File: config.mk
export PLATFORM = sky130hd
export DESIGN_NAME = gpu_cmd_ctrl_flat
export DESIGN_NICKNAME = d
export VERILOG_FILES = /design/src/rtl/gpu_cmd_ctrl_if.sv /design/src/rtl/gpu_cmd_ctrl.sv /design/src/flat_wrapper.sv
export SDC_FILE = /design/constraint.sdc
export NUM_CORES = 1
export LEC_CHECK = 0
export CAP_MARGIN = 20
export CORE_MARGIN = 2
export CORE_UTILIZATION = 55
export CTS_CLUSTER_SIZE = 12
export DETAILED_ROUTE_END_ITERATION = 6
export PLACE_DENSITY = 0.84
export SLEW_MARGIN = 10
export SYNTH_ARGS = -nofsm -noshare
export SYNTH_HDL_FRONTEND = slang
export SYNTH_SLANG_ARGS = --single-unit
File: constraint.sdc
create_clock -name clk -period 3.85 [get_ports clk]
set_input_delay 0.9625 -clock clk [delete_from_list [all_inputs] [get_ports clk]]
set_output_delay 0.9625 -clock clk [all_outputs]
set_load 0.005 [all_outputs]
File: src/rtl/gpu_cmd_ctrl_if.sv
// gpu_cmd_ctrl_if -- command and glyph-RAM write bundle for gpu_cmd_ctrl.
//   cmd_valid/cmd_ready : command handshake (accepted when both are high at a rising edge)
//   cmd_code/cmd_data   : 00 STORE, 01 MOVE, 10 DISPLAY, 11 CLEAR; 8-bit operand
//   mem_we/mem_addr     : glyph RAM write strobe and cell index y*TEXT_W+x
//   mem_buf/mem_wdata   : target (back) buffer and write data
// master = command source / RAM side, slave = controller.
interface gpu_cmd_ctrl_if;
    logic        cmd_valid;
    logic        cmd_ready;
    logic [1:0]  cmd_code;
    logic [7:0]  cmd_data;
    logic        mem_we;
    logic [12:0] mem_addr;
    logic        mem_buf;
    logic [7:0]  mem_wdata;

    modport master (
        output cmd_valid, cmd_code, cmd_data,
        input  cmd_ready, mem_we, mem_addr, mem_buf, mem_wdata
    );

    modport slave (
        input  cmd_valid, cmd_code, cmd_data,
        output cmd_ready, mem_we, mem_addr, mem_buf, mem_wdata
    );
endinterface

File: src/rtl/gpu_cmd_ctrl.sv
// gpu_cmd_ctrl -- text-mode command controller for a double-buffered glyph RAM.
// Ports:
//   clk, reset  : single clock, synchronous active-high reset
//   bus         : gpu_cmd_ctrl_if.slave (command handshake + RAM write port)
//   vblank      : one-cycle pulse at start of vertical blank
//   disp_req    : scan-out owns the RAM port this cycle (always wins)
//   active_buf  : buffer being scanned out; writes go to the other one
//   cursor_x/y  : text cursor
//   busy        : controller not in IDLE
module gpu_cmd_ctrl #(
    parameter int TEXT_W = 80,
    parameter int TEXT_H = 60
) (
    input  logic              clk,
    input  logic              reset,
    gpu_cmd_ctrl_if.slave     bus,
    input  logic              vblank,
    input  logic              disp_req,
    output logic              active_buf,
    output logic [6:0]        cursor_x,
    output logic [5:0]        cursor_y,
    output logic              busy
);
    localparam logic [12:0] LAST = 13'(TEXT_W * TEXT_H - 1);

    typedef enum logic [1:0] {IDLE, WRITE, CLEAR, SWAP_WAIT} state_t;

    state_t      state, state_nxt;
    // addr doubles as the CLEAR sweep index, so it is what the RAM sees
    // in both WRITE and CLEAR and naturally holds while stalled.
    logic [12:0] addr;
    logic [7:0]  wdata;
    logic        we;
    logic        accept;
    logic [6:0]  adv_x;
    logic [5:0]  adv_y;
    logic [7:0]  sum_x;
    logic [6:0]  sum_y;

    assign we            = (state == WRITE || state == CLEAR) && !disp_req;
    assign accept        = bus.cmd_valid && (state == IDLE);
    assign bus.cmd_ready = (state == IDLE);
    assign bus.mem_we    = we;
    assign bus.mem_addr  = addr;
    assign bus.mem_wdata = wdata;
    assign bus.mem_buf   = ~active_buf;
    assign busy          = (state != IDLE);

    // Cursor advance with row and screen wrap.
    always_comb begin
        adv_x = cursor_x + 7'd1;
        adv_y = cursor_y;
        if (cursor_x == 7'(TEXT_W - 1)) begin
            adv_x = 7'd0;
            adv_y = (cursor_y == 6'(TEXT_H - 1)) ? 6'd0 : cursor_y + 6'd1;
        end
    end

    // MOVE sums are widened so the modulo sees the full range (<=206 / <=122).
    assign sum_x = 8'(cursor_x) + 8'(bus.cmd_data[6:0]);
    assign sum_y = 7'(cursor_y) + 7'(bus.cmd_data[5:0]);

    always_comb begin
        state_nxt = state;
        case (state)
            IDLE: begin
                if (accept) begin
                    case (bus.cmd_code)
                        2'b00:   state_nxt = WRITE;
                        2'b10:   state_nxt = SWAP_WAIT;
                        2'b11:   state_nxt = CLEAR;
                        default: state_nxt = IDLE;
                    endcase
                end
            end
            WRITE:     if (we) state_nxt = IDLE;
            CLEAR:     if (we && addr == LAST) state_nxt = IDLE;
            SWAP_WAIT: if (vblank) state_nxt = IDLE;
            default:   state_nxt = IDLE;
        endcase
    end

    always_ff @(posedge clk) begin
        if (reset) begin
            state      <= IDLE;
            active_buf <= 1'b0;
            cursor_x   <= 7'd0;
            cursor_y   <= 6'd0;
            addr       <= 13'd0;
            wdata      <= 8'd0;
        end else begin
            state <= state_nxt;
            case (state)
                IDLE: begin
                    if (accept) begin
                        case (bus.cmd_code)
                            2'b00: begin
                                addr  <= 13'(cursor_y) * 13'(TEXT_W) + 13'(cursor_x);
                                wdata <= bus.cmd_data;
                            end
                            2'b01: begin
                                if (bus.cmd_data[7])
                                    cursor_x <= 7'(sum_x % 8'(TEXT_W));
                                else
                                    cursor_y <= 6'(sum_y % 7'(TEXT_H));
                            end
                            2'b11: begin
                                addr  <= 13'd0;
                                wdata <= 8'd0;
                            end
                            default: ;
                        endcase
                    end
                end
                WRITE: begin
                    if (we) begin
                        cursor_x <= adv_x;
                        cursor_y <= adv_y;
                    end
                end
                CLEAR: begin
                    if (we) begin
                        if (addr == LAST) begin
                            cursor_x <= 7'd0;
                            cursor_y <= 6'd0;
                        end else begin
                            addr <= addr + 13'd1;
                        end
                    end
                end
                SWAP_WAIT: if (vblank) active_buf <= ~active_buf;
                default: ;
            endcase
        end
    end
endmodule

File: src/flat_wrapper.sv
// flat-port wrapper written by rule: the top's interface ports become plain ports
module gpu_cmd_ctrl_flat 
#(
    parameter int TEXT_W = 80,
    parameter int TEXT_H = 60
)
  (clk, reset, vblank, disp_req, active_buf, cursor_x, cursor_y, busy, bus_cmd_valid, bus_cmd_code, bus_cmd_data, bus_cmd_ready, bus_mem_we, bus_mem_addr, bus_mem_buf, bus_mem_wdata);
  gpu_cmd_ctrl_if bus_i ();
  input  logic clk;
  input  logic reset;
  input  logic vblank;
  input  logic disp_req;
  output logic active_buf;
  output logic [6:0] cursor_x;
  output logic [5:0] cursor_y;
  output logic busy;
  input wire logic [$bits(bus_i.cmd_valid)-1:0] bus_cmd_valid;
  input wire logic [$bits(bus_i.cmd_code)-1:0] bus_cmd_code;
  input wire logic [$bits(bus_i.cmd_data)-1:0] bus_cmd_data;
  output wire logic [$bits(bus_i.cmd_ready)-1:0] bus_cmd_ready;
  output wire logic [$bits(bus_i.mem_we)-1:0] bus_mem_we;
  output wire logic [$bits(bus_i.mem_addr)-1:0] bus_mem_addr;
  output wire logic [$bits(bus_i.mem_buf)-1:0] bus_mem_buf;
  output wire logic [$bits(bus_i.mem_wdata)-1:0] bus_mem_wdata;
  assign bus_i.cmd_valid = bus_cmd_valid;
  assign bus_i.cmd_code = bus_cmd_code;
  assign bus_i.cmd_data = bus_cmd_data;
  assign bus_cmd_ready = bus_i.cmd_ready;
  assign bus_mem_we = bus_i.mem_we;
  assign bus_mem_addr = bus_i.mem_addr;
  assign bus_mem_buf = bus_i.mem_buf;
  assign bus_mem_wdata = bus_i.mem_wdata;
  gpu_cmd_ctrl #(.TEXT_W(TEXT_W), .TEXT_H(TEXT_H)) u_core (.clk(clk), .reset(reset), .bus(bus_i), .vblank(vblank), .disp_req(disp_req), .active_buf(active_buf), .cursor_x(cursor_x), .cursor_y(cursor_y), .busy(busy));
endmodule
==> results.md, run 1 <==
- Sequential area share after synthesis: 21.4%
- Cell with the largest stage delay on the worst path: clkdlybuf4s50_1
- Buffers added on ports: 53
- Async set-reset flop share out of synthesis: 0%
- Final antenna diode count: 0
- DRC errors left: 0
- Vias in the first global route: 3389
- Cell-by-cell listing of the critical path: clkdlybuf4s50_1 > ha_1 > inv_1 > fa_1 > nor2b_1 > o21ai_0 > and3_1 > nor2_1 > ha_1 > o2111a_1 > o31ai_1 > a211oi_1
- Worst hold-check path type: register to register
- Synthesized netlist cell count: 455
- Initial core utilization: 57.6%
- GRT overflow: 0
- Post-synth top area share: 21.4%
- Via count normalized by instance count: 6.27
- Most area-hungry cell type in the Yosys netlist: dfxtp_1
- CTS tree: yes
- Die outline width: 83.2 um
- Hold_buf cts: 0
- Area of the multi-input gates: 2530 um^2
- Synthesized area: 3450 um^2
- Post_cts resized: 0
- Fraction of layout cells with a size suffix above 1: 3.98%
- Clock transition at the registers of the reported paths: 0.07 ns
- Number of warnings issued by yosys: 0
- Area used by sequential logic in the layout: 741 um^2
- Flip-flop and latch count after synthesis: 37
- Most used flip-flop cell after synthesis: dfxtp_1
- Crit share post-route: 93.8%
- Most used cell along the critical path: ha_1
- Num rows: 28
- Wire length of the first global-routing pass: 15200 um
- WP data required: 4.03 ns
- Number of violations of the max-capacitance limit: 0
- Highest clock frequency the design can meet: 0.277 GHz
- P&R area growth vs syn: 19.9%
- Total number of vias: 3624
- Number of clock sinks: 37
- Final weighted congestion of routability-driven global placement: 0.915
- Detailed-routing iteration count for the pre-antenna-repair pass: 5
- Setup-violating endpoint count in the final report: 0
- Number of fillers in the final layout: 491
- Mean instance size in the synthesized netlist: 7.59 um^2
- Final antenna-violating net count: 0
- Half-perimeter wire length after detailed placement: 6870 um
- Final Util: 69.1%
- Count of flip-flops with a built-in enable after synthesis: 0
- Number of top-level pins: 54
- Largest clock skew in the final design: 0.00483 ns
- Areal power density over the cells: 365 nW/um^2
- Status: completed
- Post-CTS setup repair buffer count: 0
- H-tree depth: 2
- Leakage: 1.66 nW
- Final count of pins violating max slew: 0
- Slew HR: 56.2%
- Antenna violations before repair: 0
- Final routed wirelength across all metal layers: 9030 um
- Worst ir drop on vdd: 0.216 mV
- Worst setup EP type: register
- Average wire per standard cell: 15.6 um
- Clock insertion delay at the later pin of the skew report: 0.29 ns
- Kind of start point of the critical path: input port
- Worst slew pin tran: 0.656 ns
- Number of buffers inserted during clock tree synthesis: 5
- Maximum fanout encountered on the critical timing path: 3
- Post-layout min period: 3.61 ns
- Total die area: 6930 um^2
- Core outline area: 5990 um^2
- Cells taking the most area after synthesis: dfxtp_1 21%, ha_1 13%, nor2_1 6.6%
- Total GRT Usage: 25.9%
- Aggregate negative setup slack: 0 ns
- Number of different library cells in the post-synthesis netlist: 56
- Final-report hold violation count: 0
- Unrepaired setup endpoints after global routing: no
- Root buf cell: clkbuf_8
- Biggest cell delay along the critical path: 0.57 ns
- Maximum root-to-sink buffer count: 2
- Number of DRC markers in iteration 0: 221
- Arr. time, crit path: 3.79 ns
- Net count after synthesis: 511
- Critical setup path kind: input port to register
- Largest net degree at the start of global routing: 27
- Die outline height: 83.2 um
- Fin nets: 559
==> stage by stage <==
stage / power, mW / setup WS (ns) / hold slack (ns) / std cells / instance area [um^2]
floorplan: 0.985 / 0.582 / 0.483 / 455 / 3450
global placement: 1.20 / 0.152 / 0.472 / 571 / 4060
detailed placement: 1.23 / 0.0158 / 0.481 / 571 / 4060
CTS: 1.51 / 0.295 / 0.501 / 578 / 4140
global route: 1.62 / 0.117 / 0.531 / 578 / 4140
finish: 1.51 / 0.239 / 0.493 / 578 / 4140
==> path summary, 6_finish.rpt <==
kind	slack, ns	cells past startpoint	to	startpoint
worst max-delay path	0.24	12	u_core.cursor_y[4]	bus_cmd_data[0]
worst min-delay path	0.49	2	u_core.bus.mem_wdata[4]	u_core.bus.mem_wdata[4]
worst max register to register	0.83	8	u_core.cursor_x[3]	u_core.state[0]
worst min register to register	0.49	2	u_core.bus.mem_wdata[4]	u_core.bus.mem_wdata[4]
==> cell type report <==
cell class                      count  share of cell area, %
Clock buffer                        7                   2.08
Tap cell                           75                   2.27
Inverter                           30                   2.72
Multi-Input combinational cell    370                   61.1
Sequential cell                    37                   17.9
Timing Repair Buffer               59                   13.9
==> synthesized netlist by cell type, types with 10 or more instances <==
cell type,count
xor2_1,10
nor3_1,11
ha_1,37
o21ai_0,31
dfxtp_1,37
nand2_1,22
a22oi_1,10
inv_1,30
clkbuf_1,18
xnor2_1,13
a211oi_1,14
nor2_1,61
a21oi_1,36
nor3b_1,10
nand3_1,13
==> routing by layer <==
| layer | vias to the layer above | part of all wire [%] | GRT usage (%) |
|---|---|---|---|
| li1 | 1763 | - | - |
| met1 | 1683 | 43 | 32.2 |
| met2 | 157 | 48 | 45.1 |
| met3 | 21 | 6.8 | 4.67 |
| met4 | 0 | 1.8 | 8.20 |
| met5 | - | 0 | 0 |
==> cells in the final DEF, fill, tap and decap left out, drive strengths merged, types with 5 or more instances in the layout <==
master / synthesis / final
a211oi: 15 / 15
a31oi: 9 / 9
nand2: 22 / 22
nand2b: 6 / 6
xor2: 10 / 10
nand3: 14 / 14
nor2: 61 / 61
a22oi: 10 / 10
and3: 9 / 9
nor3b: 10 / 10
o21ai: 31 / 31
nor2b: 5 / 5
inv: 30 / 30
clkbuf: 18 / 7
a21o: 7 / 7
a21oi: 36 / 36
xnor2: 13 / 13
a32o: 5 / 5
o211ai: 5 / 5
dfxtp: 37 / 37
clkdlybuf4s50: 0 / 53
ha: 37 / 37
buf: 0 / 6
nor3: 11 / 11
==> kinds of logic after synthesis <==
| logic type | Yosys count | synth area share [%] |
|---|---|---|
| fa+ha+maj | 41 | 15.7 |
| buf+inv | 48 | 5.22 |
| compound gates | 149 | 28.8 |
| flops | 37 | 21.4 |
| xor+xnor | 23 | 5.83 |
| mux | 2 | 0.580 |
| simple gates | 155 | 22.4 |
==> critical path: cells and delay by family <==
kind	cells	cell delay [ns]
adder cells (fa/ha/maj)	3	0.94
AND/OR/NAND/NOR	3	0.56
buffers and inverters	2	0.64
AO/OA/AOI/OAI	4	0.70
==> power by group <==
| part | internal (mW) | leakage, nW | switching (mW) |
|---|---|---|---|
| clock network | 0.142 | 0.0443 | 0.138 |
| registers | 0.423 | 0.301 | 0.0750 |
| logic | 0.338 | 1.32 | 0.395 |
| total | 0.904 | 1.66 | 0.608 |
==> sequential cells by signal (all words and copies together) (netlist names) <==
| name | count |
|---|---|
| u_core.active_buf | 1 |
| u_core.bus.mem_addr | 13 |
| u_core.bus.mem_wdata | 8 |
| u_core.cursor_x | 7 |
| u_core.cursor_y | 6 |
| u_core.state | 2 |
(Power assumes the default switching activity.)
==> run 2: changes to the inputs <==
- PLACE_DENSITY: 0.84 -> 0.88
- SKIP_LAST_GASP: not set -> 1
==> run 2 against run 1 <==
Effect of this change:
- setup slack improved by 0.095 ns
- flip-flop and latch count stayed put
- sequential share of layout area barely moved
- combinational power rose by 1%
- utilization grew 0.19 points
- critical endpoint unchanged
==> results.md, run 2 (same netlist as run 1, synthesis figures left out) <==
- Via count normalized by instance count: 6.33 (was 6.27)
- Number of cells traversed by the worst register-to-register path: 7 (was 8)
- Final non-filler cell total: 581 (was 578)
- Detailed-routing iteration count for the pre-antenna-repair pass: 7 (was 5)
- DRC errors left: 0 (unchanged)
- Fin nets: 561 (was 559)
- Leakage: 1.67 nW (was 1.66 nW)
- Status: completed (unchanged)
- Worst ir drop on vdd: 0.241 mV (was 0.216 mV)
- Die outline width: 83.2 um (unchanged)
- Final routed wirelength across all metal layers: 9370 um (was 9030 um)
- Total die area: 6930 um^2 (unchanged)
- Post_cts resized: 0 (unchanged)
- Setup-violating endpoint count in the final report: 0 (unchanged)
- Worst hold-check path type: register to register (unchanged)
- Endpoint of the worst register-to-register path: u_core.cursor_x[6] (was u_core.cursor_x[3])
- Slew HR: 56.7% (was 56.2%)
- Final antenna-violating net count: 0 (unchanged)
- Aggregate negative setup slack: 0 ns (unchanged)
- Most common cell after layout, fill and taps aside: nor2_1 (unchanged)
- Inst Count DP: 573 (was 571)
- Total GRT Usage: 25.9% (about the same)
- Maximum root-to-sink buffer count: 2 (unchanged)
- Highest clock frequency the design can meet: 0.284 GHz (was 0.277 GHz)
- Clock insertion delay at the later pin of the skew report: 0.29 ns (about the same)
- GRT overflow: 0 (unchanged)
- Post-Route Hold Slack: 0.499 ns (was 0.493 ns)
- Final weighted congestion of routability-driven global placement: 0.915 (unchanged)
- Initial core utilization: 57.6% (unchanged)
- Number of DRC markers in iteration 0: 241 (was 221)
- Root buf cell: clkbuf_8 (unchanged)
- Number of clock sinks: 37 (unchanged)
- Number of fillers in the final layout: 492 (was 491)
- CTS tree: yes (unchanged)
- Arr. time, crit path: 3.69 ns (was 3.79 ns)
- H-tree depth: 2 (unchanged)
- Clock transition at the registers of the reported paths: 0.08 ns (was 0.07 ns)
- Vias in the first global route: 3438 (was 3389)
- Kind of start point of the critical path: input port (unchanged)
- Largest net degree at the start of global routing: 27 (unchanged)
- WP data required: 4.02 ns (was 4.03 ns)
- Overall power: 1.52 mW (was 1.51 mW)
- Worst setup EP type: register (unchanged)
- Final-report hold violation count: 0 (unchanged)
- Final count of pins violating max slew: 0 (unchanged)
- Hold Path Stages: 2 (unchanged)
- Post-CTS setup repair buffer count: 0 (unchanged)
- Wire length of the first global-routing pass: 15200 um (about the same)
- Endpoint with the worst hold slack: u_core.bus.mem_wdata[0] (was u_core.bus.mem_wdata[4])
- Number of buffers inserted during clock tree synthesis: 5 (unchanged)
- Critical setup path kind: input port to register (unchanged)
- Half-perimeter wire length after detailed placement: 7060 um (was 6870 um)
- Die outline height: 83.2 um (unchanged)
- Crit share post-route: 91.3% (was 93.8%)
- Most frequent cells in the layout: 61 x nor2_1, 53 x clkdlybuf4s50_1, 37 x ha_1, 37 x dfxtp_1, 36 x a21oi_1 (unchanged)
- Launching point of the worst reg2reg path: u_core.state[0] (unchanged)
- Average wire per standard cell: 16.1 um (was 15.6 um)
- Num rows: 28 (unchanged)
- Number of flip-flops under the largest register name: 13 (unchanged)
- Largest clock skew in the final design: 0.00923 ns (was 0.00483 ns)
- Hold_buf cts: 0 (unchanged)
- Fraction of layout cells with a size suffix above 1: 4.55% (was 3.98%)
- Number of violations of the max-capacitance limit: 0 (unchanged)
- Post-layout min period: 3.52 ns (was 3.61 ns)
- Final antenna diode count: 0 (unchanged)
- Areal power density over the cells: 366 nW/um^2 (was 365 nW/um^2)
- Buffers added on ports: 53 (unchanged)
- Total number of vias: 3675 (was 3624)
- P&R area growth vs syn: 20.3% (was 19.9%)
- Antenna violations before repair: 0 (unchanged)
- Hold Crit Start: u_core.bus.mem_wdata[0] (was u_core.bus.mem_wdata[4])
- Worst slew pin tran: 0.643 ns (was 0.656 ns)
- Core outline area: 5990 um^2 (unchanged)
- R2R setup slack: 0.87 ns (was 0.83 ns)
- Unrepaired setup endpoints after global routing: no (unchanged)
- Maximum fanout encountered on the critical timing path: 3 (unchanged)
- Number of top-level pins: 54 (unchanged)
==> run 2: cell types whose count changed in the layout (fill, tap and decap cells not counted) <==
cell	delta
clkbuf_8	-1
clkinv_2	+2
buf_4	+2
==> run 2: final cells by class <==
type / instances / area, um^2 / area share, %
Clock inverter: 2 / 10.0 / 0.241
Multi-Input combinational cell: 370 / 2530 / 61.0
Clock buffer: 6 / 72.6 / 1.75
Tap cell: 75 / 93.8 / 2.26
Sequential cell: 37 / 741 / 17.8
Inverter: 30 / 113 / 2.71
Timing Repair Buffer: 61 / 591 / 14.2
==> run 2: report_power, final <==
group          internal, mW  switching (mW)
logic                 0.341           0.402
clock network         0.126           0.149
registers             0.423          0.0776
==> run 2: per-stage QoR <==
stage	util (%)	area (um^2)	worst slack (ns)
2_1_floorplan	-	3450	0.582
3_3_place_gp	67.9	4070	0.151
3_5_place_dp	67.9	4070	0.0706
4_1_cts	69.3	4150	0.361
5_1_grt	69.3	4150	0.131
6_report	69.3	4150	0.334
==> run 2: worst max-delay path, stage by stage <==
cell and delay (ns):
clkdlybuf4s50_1 0.54, ha_1 0.22, inv_1 0.06, fa_1 0.43
nor2b_1 0.18, o21ai_0 0.12, and3_1 0.21, nor2_1 0.15
ha_1 0.27, o2111a_1 0.25, o31ai_1 0.20, a211oi_1 0.10
==> run 2: per-layer routing <==
layer	up-vias	share of wire (%)	GRT usage, %
met3	20	6.5	3.58
met4	0	1.6	9.84
li1	1769	-	-
met5	-	0	0
met2	167	50	46.5
met1	1719	42	31.1
==> run 2: worst max path at each step <==
| stage | start | end | slack [ns] | depth (start not counted) |
|---|---|---|---|---|
| after CTS | bus_cmd_data[0] | u_core.cursor_y[4] | 0.36 | 12 |
| after global placement | bus_cmd_data[0] | u_core.cursor_y[4] | 0.15 | 12 |
| final | bus_cmd_data[0] | u_core.cursor_y[4] | 0.33 | 12 |
| after detailed placement | bus_cmd_data[0] | u_core.cursor_y[4] | 0.07 | 12 |
| after floorplan | bus_cmd_data[0] | u_core.cursor_y[4] | 0.58 | 11 |
| after global routing | bus_cmd_data[0] | u_core.cursor_y[4] | 0.13 | 12 |
